$ cat config.mk
export PLATFORM = sky130hd
export DESIGN_NAME = interconn_master_link
export DESIGN_NICKNAME = d
export VERILOG_FILES = /design/src/rtl/interconn_pkg.sv /design/src/rtl/key_debouncer.sv /design/src/rtl/interconn_master_link.sv
export SDC_FILE = /design/constraint.sdc
export NUM_CORES = 1
export LEC_CHECK = 0
export CAP_MARGIN = 20
export CORE_ASPECT_RATIO = 1.2
export CORE_MARGIN = 2
export CORE_UTILIZATION = 41
export CTS_CLUSTER_SIZE = 8
export DETAILED_ROUTE_END_ITERATION = 10
export PLACE_DENSITY = 0.6
export SLEW_MARGIN = 20
export SYNTH_ARGS = -nofsm -noshare
export SYNTH_HDL_FRONTEND = slang
export SYNTH_SLANG_ARGS = --single-unit
$ cat constraint.sdc
create_clock -name sys_clk -period 5.1 [get_ports sys_clk]
set_clock_uncertainty 0.05 [all_clocks]
set_input_delay 1.02 -clock sys_clk [delete_from_list [all_inputs] [get_ports sys_clk]]
set_output_delay 1.02 -clock sys_clk [all_outputs]
set_load 0.01 [all_outputs]
$ cat src/rtl/interconn_pkg.sv
// Shared definitions for the Interconn master link: key indices, buzzer
// states, default timing constants and a counter-width helper.
package interconn_pkg;

  // Bit positions of the six Touhou key lines coming from the slave board.
  typedef enum int {
    KEY_Z     = 0,
    KEY_SHIFT = 1,
    KEY_UP    = 2,
    KEY_DOWN  = 3,
    KEY_LEFT  = 4,
    KEY_RIGHT = 5
  } key_idx_e;

  localparam int NUM_KEYS = int'(KEY_RIGHT) + 1;

  // Die-buzzer gate states; the state bit doubles as the buzzer_en output.
  typedef enum logic {
    IDLE = 1'b0,
    BUZZ = 1'b1
  } buzz_state_e;

  // Defaults sized for the 100 MHz system clock.
  localparam int DEF_DEBOUNCE_CYCLES = 1_000_000;  // 10 ms
  localparam int DEF_BUZZ_CYCLES     = 50_000_000; // 500 ms
  localparam int DEF_SAMPLE_W        = 16;

  // Width of a down/up counter that must hold the values 0..n-1.
  function automatic int cnt_width(input int n);
    return (n <= 2) ? 1 : $clog2(n);
  endfunction

endpackage

$ cat src/rtl/key_debouncer.sv
// One key line: 2-FF synchroniser, mismatch counter and press/release
// pulse generation. key_level flips once the synchronised input has
// disagreed with it for DEBOUNCE_CYCLES consecutive cycles.
module key_debouncer
  import interconn_pkg::*;
#(
  parameter int DEBOUNCE_CYCLES = DEF_DEBOUNCE_CYCLES
) (
  input  logic sys_clk,
  input  logic reset_rtl_0,
  input  logic key_raw,
  output logic key_level,
  output logic key_press,
  output logic key_release
);

  localparam int CW = cnt_width(DEBOUNCE_CYCLES);
  localparam logic [CW-1:0] CNT_LAST = CW'(DEBOUNCE_CYCLES - 1);

  logic          sync1_reg;
  logic          sync2_reg;
  logic [CW-1:0] cnt_reg;
  logic          level_reg;
  logic          press_reg;
  logic          release_reg;

  // Synchronise the raw line, count consecutive disagreement, flip the level
  // and emit a one-cycle pulse in the first cycle of the new level.
  always_ff @(posedge sys_clk or negedge reset_rtl_0) begin
    if (!reset_rtl_0) begin
      sync1_reg   <= 1'b0;
      sync2_reg   <= 1'b0;
      cnt_reg     <= '0;
      level_reg   <= 1'b0;
      press_reg   <= 1'b0;
      release_reg <= 1'b0;
    end else begin
      sync1_reg   <= key_raw;
      sync2_reg   <= sync1_reg;
      press_reg   <= 1'b0;
      release_reg <= 1'b0;
      if (sync2_reg == level_reg) begin
        cnt_reg <= '0;
      end else if (cnt_reg == CNT_LAST) begin
        level_reg   <= ~level_reg;
        press_reg   <= ~level_reg;
        release_reg <= level_reg;
        cnt_reg     <= '0;
      end else begin
        cnt_reg <= cnt_reg + CW'(1);
      end
    end
  end

  assign key_level   = level_reg;
  assign key_press   = press_reg;
  assign key_release = release_reg;

endmodule

$ cat src/rtl/interconn_master_link.sv
// Master-side endpoint of the board-to-board Interconn link: debounced key
// inputs, a retriggerable die-buzzer gate and two first-order delta-sigma
// audio channels driving 1-bit streams to the slave's audio relay.
module interconn_master_link
  import interconn_pkg::*;
#(
  parameter int DEBOUNCE_CYCLES = DEF_DEBOUNCE_CYCLES,
  parameter int BUZZ_CYCLES     = DEF_BUZZ_CYCLES,
  parameter int SAMPLE_W        = DEF_SAMPLE_W
) (
  input  logic                sys_clk,
  input  logic                reset_rtl_0,
  input  logic [NUM_KEYS-1:0] key_in,
  output logic [NUM_KEYS-1:0] key_level,
  output logic [NUM_KEYS-1:0] key_press,
  output logic [NUM_KEYS-1:0] key_release,
  input  logic                die_trigger,
  output logic                buzzer_en,
  input  logic [SAMPLE_W-1:0] sample_l,
  input  logic [SAMPLE_W-1:0] sample_r,
  input  logic                sample_valid,
  output logic                sample_ready,
  output logic                pdm_l,
  output logic                pdm_r
);

  // ---------------------------------------------------------------- keys
  for (genvar gi = 0; gi < NUM_KEYS; gi++) begin : g_key
    key_debouncer #(
      .DEBOUNCE_CYCLES(DEBOUNCE_CYCLES)
    ) u_debouncer (
      .sys_clk    (sys_clk),
      .reset_rtl_0(reset_rtl_0),
      .key_raw    (key_in[gi]),
      .key_level  (key_level[gi]),
      .key_press  (key_press[gi]),
      .key_release(key_release[gi])
    );
  end

  // -------------------------------------------------------------- buzzer
  localparam int BW = cnt_width(BUZZ_CYCLES);
  localparam logic [BW-1:0] BUZZ_LAST = BW'(BUZZ_CYCLES - 1);

  buzz_state_e   buzz_state_reg;
  logic [BW-1:0] buzz_cnt_reg;

  // Gate timer: a trigger (re)loads the full duration, expiry returns to IDLE.
  always_ff @(posedge sys_clk or negedge reset_rtl_0) begin
    if (!reset_rtl_0) begin
      buzz_state_reg <= IDLE;
      buzz_cnt_reg   <= '0;
    end else begin
      case (buzz_state_reg)
        IDLE: begin
          if (die_trigger) begin
            buzz_state_reg <= BUZZ;
            buzz_cnt_reg   <= BUZZ_LAST;
          end
        end
        BUZZ: begin
          if (die_trigger) begin
            buzz_cnt_reg <= BUZZ_LAST;
          end else if (buzz_cnt_reg == '0) begin
            buzz_state_reg <= IDLE;
          end else begin
            buzz_cnt_reg <= buzz_cnt_reg - BW'(1);
          end
        end
        default: begin
          buzz_state_reg <= IDLE;
          buzz_cnt_reg   <= '0;
        end
      endcase
    end
  end

  // The state flop itself is the gate, so the output is glitch-free.
  assign buzzer_en = (buzz_state_reg == BUZZ);

  // --------------------------------------------------------------- audio
  localparam logic [SAMPLE_W-1:0] SIGN_BIT = {1'b1, {(SAMPLE_W-1){1'b0}}};

  logic                ready_reg;
  logic                sample_load;
  logic [SAMPLE_W-1:0] sample_in [2];
  logic [1:0]          pdm_bits;

  // Ready rises on the first edge after reset and stays high: the
  // modulators accept a new pair every cycle.
  always_ff @(posedge sys_clk or negedge reset_rtl_0) begin
    if (!reset_rtl_0) begin
      ready_reg <= 1'b0;
    end else begin
      ready_reg <= 1'b1;
    end
  end

  assign sample_load  = sample_valid & ready_reg;
  assign sample_ready = ready_reg;
  assign sample_in[0] = sample_l;
  assign sample_in[1] = sample_r;

  for (genvar gi = 0; gi < 2; gi++) begin : g_ch
    logic [SAMPLE_W-1:0] hold_reg;
    logic [SAMPLE_W-1:0] offset_bin;
    logic [SAMPLE_W:0]   acc_reg;

    // Flipping the sign bit maps two's complement onto 0..2^W-1.
    assign offset_bin = hold_reg ^ SIGN_BIT;

    // Both channels capture on the same accepted handshake.
    always_ff @(posedge sys_clk or negedge reset_rtl_0) begin
      if (!reset_rtl_0) begin
        hold_reg <= '0;
      end else if (sample_load) begin
        hold_reg <= sample_in[gi];
      end
    end

    // Carry out of the W-bit phase accumulator is the 1-bit stream; the
    // phase is never cleared on a sample change so no click is produced.
    always_ff @(posedge sys_clk or negedge reset_rtl_0) begin
      if (!reset_rtl_0) begin
        acc_reg <= '0;
      end else begin
        acc_reg <= {1'b0, acc_reg[SAMPLE_W-1:0]} + {1'b0, offset_bin};
      end
    end

    assign pdm_bits[gi] = acc_reg[SAMPLE_W];
  end

  assign pdm_l = pdm_bits[0];
  assign pdm_r = pdm_bits[1];

endmodule

==> results.yml <==
clocking:
  postCtsHoldBufs: 0
  cts.sinks: 244
  htreeDepth: 2
  clockRootBuffer: "clkbuf_16"
  cts_setup_buffers: 0
  clock_path_buffers: 3
  cts_inserted_buffers: 36
  cts_tree: "yes"
  worstSkewPairLatency_ns: 0.51
  clk_pin_slew_worst_paths_ns: 0.05
  cts_resized: 0
timing:
  slew_headroom_pct: 39.56
  fmax_mhz: 388.1
  fin_crit_sh_pct: 50.52
  finalSetupViolCount: 0
  period_minus_slack_ns: 2.577
  setup_tns_ns: 0
  maxSlewViolCount: 0
  rsz0062_at_grt: "false"
  worstMarginPinSlew_ns: 0.9037
  hold_viol_final: 0
logic_synthesis:
  synth_cell_types: 62
  synth-seq-area-share_pct: 52.48
  yosys.area_share.xor_xnor_pct: 11.74
  synth_nets: 1161
  synth_edf_count: 0
  synth_top_family_by_area: "simple AND/OR/NAND/NOR gates"
  yosys_warnings: 0
  synthFlopType: "dfrtp_1"
  synth_compound_area_share_pct: 5.216
  muxShareOfSynthArea_pct: 3.678
  synth_fa_ha_area_share_pct: 4.538
  synth-seq-cells: 244
  syn_avg_cell_area_um2: 10.79
  netlist_area_um2: 11630
  synth_simple_gate_area_share_pct: 19.93
  async_flop_share_pct: 100.0
  netlist_instances: 1078
critical_path:
  cpPeakStageDelay_ns: 0.41
  cp-end-kind: "flop"
  crit_arrival_ns: 2.93
  cp_max_fo: 4
  startpoint_type: "flop"
  cp_num_buf_inv: 0
  path_cells: "ha_1, fa_1, a21o_1, a221oi_1, a21oi_1, a31oi_1, o21ai_0, a21o_1"
  crit_required_ns: 5.45
  slowest_stage: "fa_1"
  cp_top_family: "compound AO/OA/AOI/OAI gates"
  crit_type: "flop to flop"
  cpMostUsedCell: "a21o_1"
placed_design:
  dp_hpwl_mm: 13.56
  place_congestion: 0.7522
  place_inst: 1486
  port_buffers: 63
power_and_ir_drop:
  p_per_area_nw_per_um2: 416.4
  p_clk_share_pct: 37.4
  p_int_mw: 4.085
  power_switching_share_pct: 27.53
  power_switching_mw: 1.552
  ir_drop_v: 0.0005121
  seqPwrFrac_pct: 39.9
  leakage_nw: 5.800
  p_comb_share_pct: 22.6
routing:
  vias: 7696
  drcViolationCount: 0
  drt_iter0_markers: 247
  avgViaCountPerCell: 5.043
  drt-total-wl_mm: 20.75
  dr.pass1.iters: 4
  avgRoutedWirePerCell_um: 13.59
  antenna_left: 0
global_routing:
  grt_usage_pct: 14.68
  grt_max_degree: 114
  antenna_found_initial: 1
  grt_overflow: 0
  grt_pass1_wl_mm: 36.61
  grt_pass1_vias: 7883
die:
  floorplan.initialDensity_pct: 41.68
  core_um2: 27920
  ios: 64
  die_h_um: 188.5
  rows: 67
  die_area_um2: 29750
  die_w_um: 157.8
job:
  maxCapViolCount: 0
layout:
  final_cell_mix: "dfrtp_1 (244), nor2_1 (159), xor2_1 (92)"
  diodes: 0
  final_common_cell: "dfrtp_1"
  nets: 1228
  fill_cells: 2528
  drive_gt1_share_pct: 8.631
  area_delta_synth_final_pct: 16.34
  largest_reg_flops: 120
  finalNonFillerCells: 1526
status:
  outcome: "finished, final reports clean"
hold_path:
  hp-class: "flop to flop"
==> per-layer routing <==
layer,vias up,track usage [%],share of wire [%]
li1,3814,-,-
met1,3733,18.91,46
met2,101,24.33,47
met3,46,3.565,4.2
met4,2,4.580,2.3
met5,-,0,0.063
==> kinds of logic after synthesis <==
kind of cell             after synthesis
XOR/XNOR                             156
flip-flops                           244
AO/OA/AOI/OAI                         96
other                                  1
buffers and inverters                 53
adder cells (fa/ha/maj)               41
multiplexers                          38
AND/OR/NAND/NOR                      449
==> through the flow <==
| step | total power [mW] | instance area, µm² | hold WS [ns] | worst slack (ns) | util (%) |
|---|---|---|---|---|---|
| after floorplan | 3.262 | 11630 | 0.2812 | 2.727 | - |
| after global placement | 3.538 | 12560 | 0.2869 | 2.472 | 45.00 |
| after detailed placement | 3.570 | 12560 | 0.2865 | 2.388 | 45.00 |
| after CTS | 5.734 | 13540 | 0.3037 | 2.486 | 48.49 |
| after global routing | 5.996 | 13540 | 0.3151 | 2.351 | 48.49 |
| final | 5.637 | 13540 | 0.2988 | 2.523 | 48.49 |
==> layout make-up <==
cell class	instances	area [µm²]	area share [%]
Clock buffer	37	925.9	6.840
Clock inverter	3	47.55	0.3513
Inverter	16	60.06	0.4437
Multi-Input combinational cell	781	5251	38.80
Sequential cell	244	6106	45.11
Tap cell	379	474.2	3.503
Timing Repair Buffer	66	670.6	4.955
==> cells in the mapped netlist, drive strengths merged (3+ instances only) <==
| library cell | instances | area [µm²] |
|---|---|---|
| nor2b | 3 | 18.77 |
| ha | 39 | 488.0 |
| and4 | 6 | 52.55 |
| a31oi | 3 | 18.77 |
| nor3b | 13 | 97.59 |
| a211oi | 3 | 22.52 |
| a21oi | 34 | 170.2 |
| nand3b | 5 | 37.54 |
| nand4 | 22 | 143.9 |
| xor2 | 92 | 805.8 |
| o211ai | 5 | 37.54 |
| dfrtp | 244 | 6106 |
| nor4 | 14 | 121.4 |
| o21a | 3 | 22.52 |
| nor2 | 159 | 596.8 |
| nand2b | 13 | 81.33 |
| o21ai | 18 | 90.08 |
| mux2 | 38 | 427.9 |
| a21o | 14 | 105.1 |
| nand2 | 66 | 247.7 |
| or2 | 3 | 18.77 |
| or4 | 4 | 37.53 |
| and3 | 30 | 187.7 |
| nand4b | 3 | 26.28 |
| or3b | 3 | 26.28 |
| or3 | 8 | 50.05 |
| nor4b | 8 | 76.32 |
| nor3 | 22 | 132.6 |
| clkbuf | 12 | 48.80 |
| buf | 25 | 168.9 |
| and2 | 6 | 37.54 |
| nand3 | 58 | 300.3 |
| xnor2 | 64 | 560.5 |
| inv | 16 | 60.06 |
| a31o | 3 | 26.28 |
==> worst paths after layout <==
check / startpoint / end / slack, ns / cells past startpoint
worst max-delay path: g_ch[0].hold_reg[0] / g_ch[0].acc_reg[16] / 2.52 / 8
worst min-delay path: g_key[4].u_debouncer.sync1_reg / g_key[4].u_debouncer.sync2_reg / 0.30 / 0
worst max register to register: g_ch[0].hold_reg[0] / g_ch[0].acc_reg[16] / 2.52 / 8
worst min register to register: g_key[4].u_debouncer.sync1_reg / g_key[4].u_debouncer.sync2_reg / 0.30 / 0
max in group asynchronous: reset_rtl_0 / buzz_cnt_reg[4] / 3.42 / 2
min in group asynchronous: reset_rtl_0 / g_key[0].u_debouncer.cnt_reg[2] / 0.53 / 1
==> power by group through the flow <==
stage / registers (mW) / clock network (mW) / logic [mW]
2_1_floorplan: 2.26 / 0 / 1.01
3_5_place_dp: 2.28 / 0 / 1.29
5_1_grt: 2.27 / 2.27 / 1.46
6_report: 2.25 / 2.11 / 1.28
3_3_place_gp: 2.27 / 0 / 1.26
4_1_cts: 2.25 / 2.19 / 1.30
Note: power is estimated with default switching activity, not from simulation.
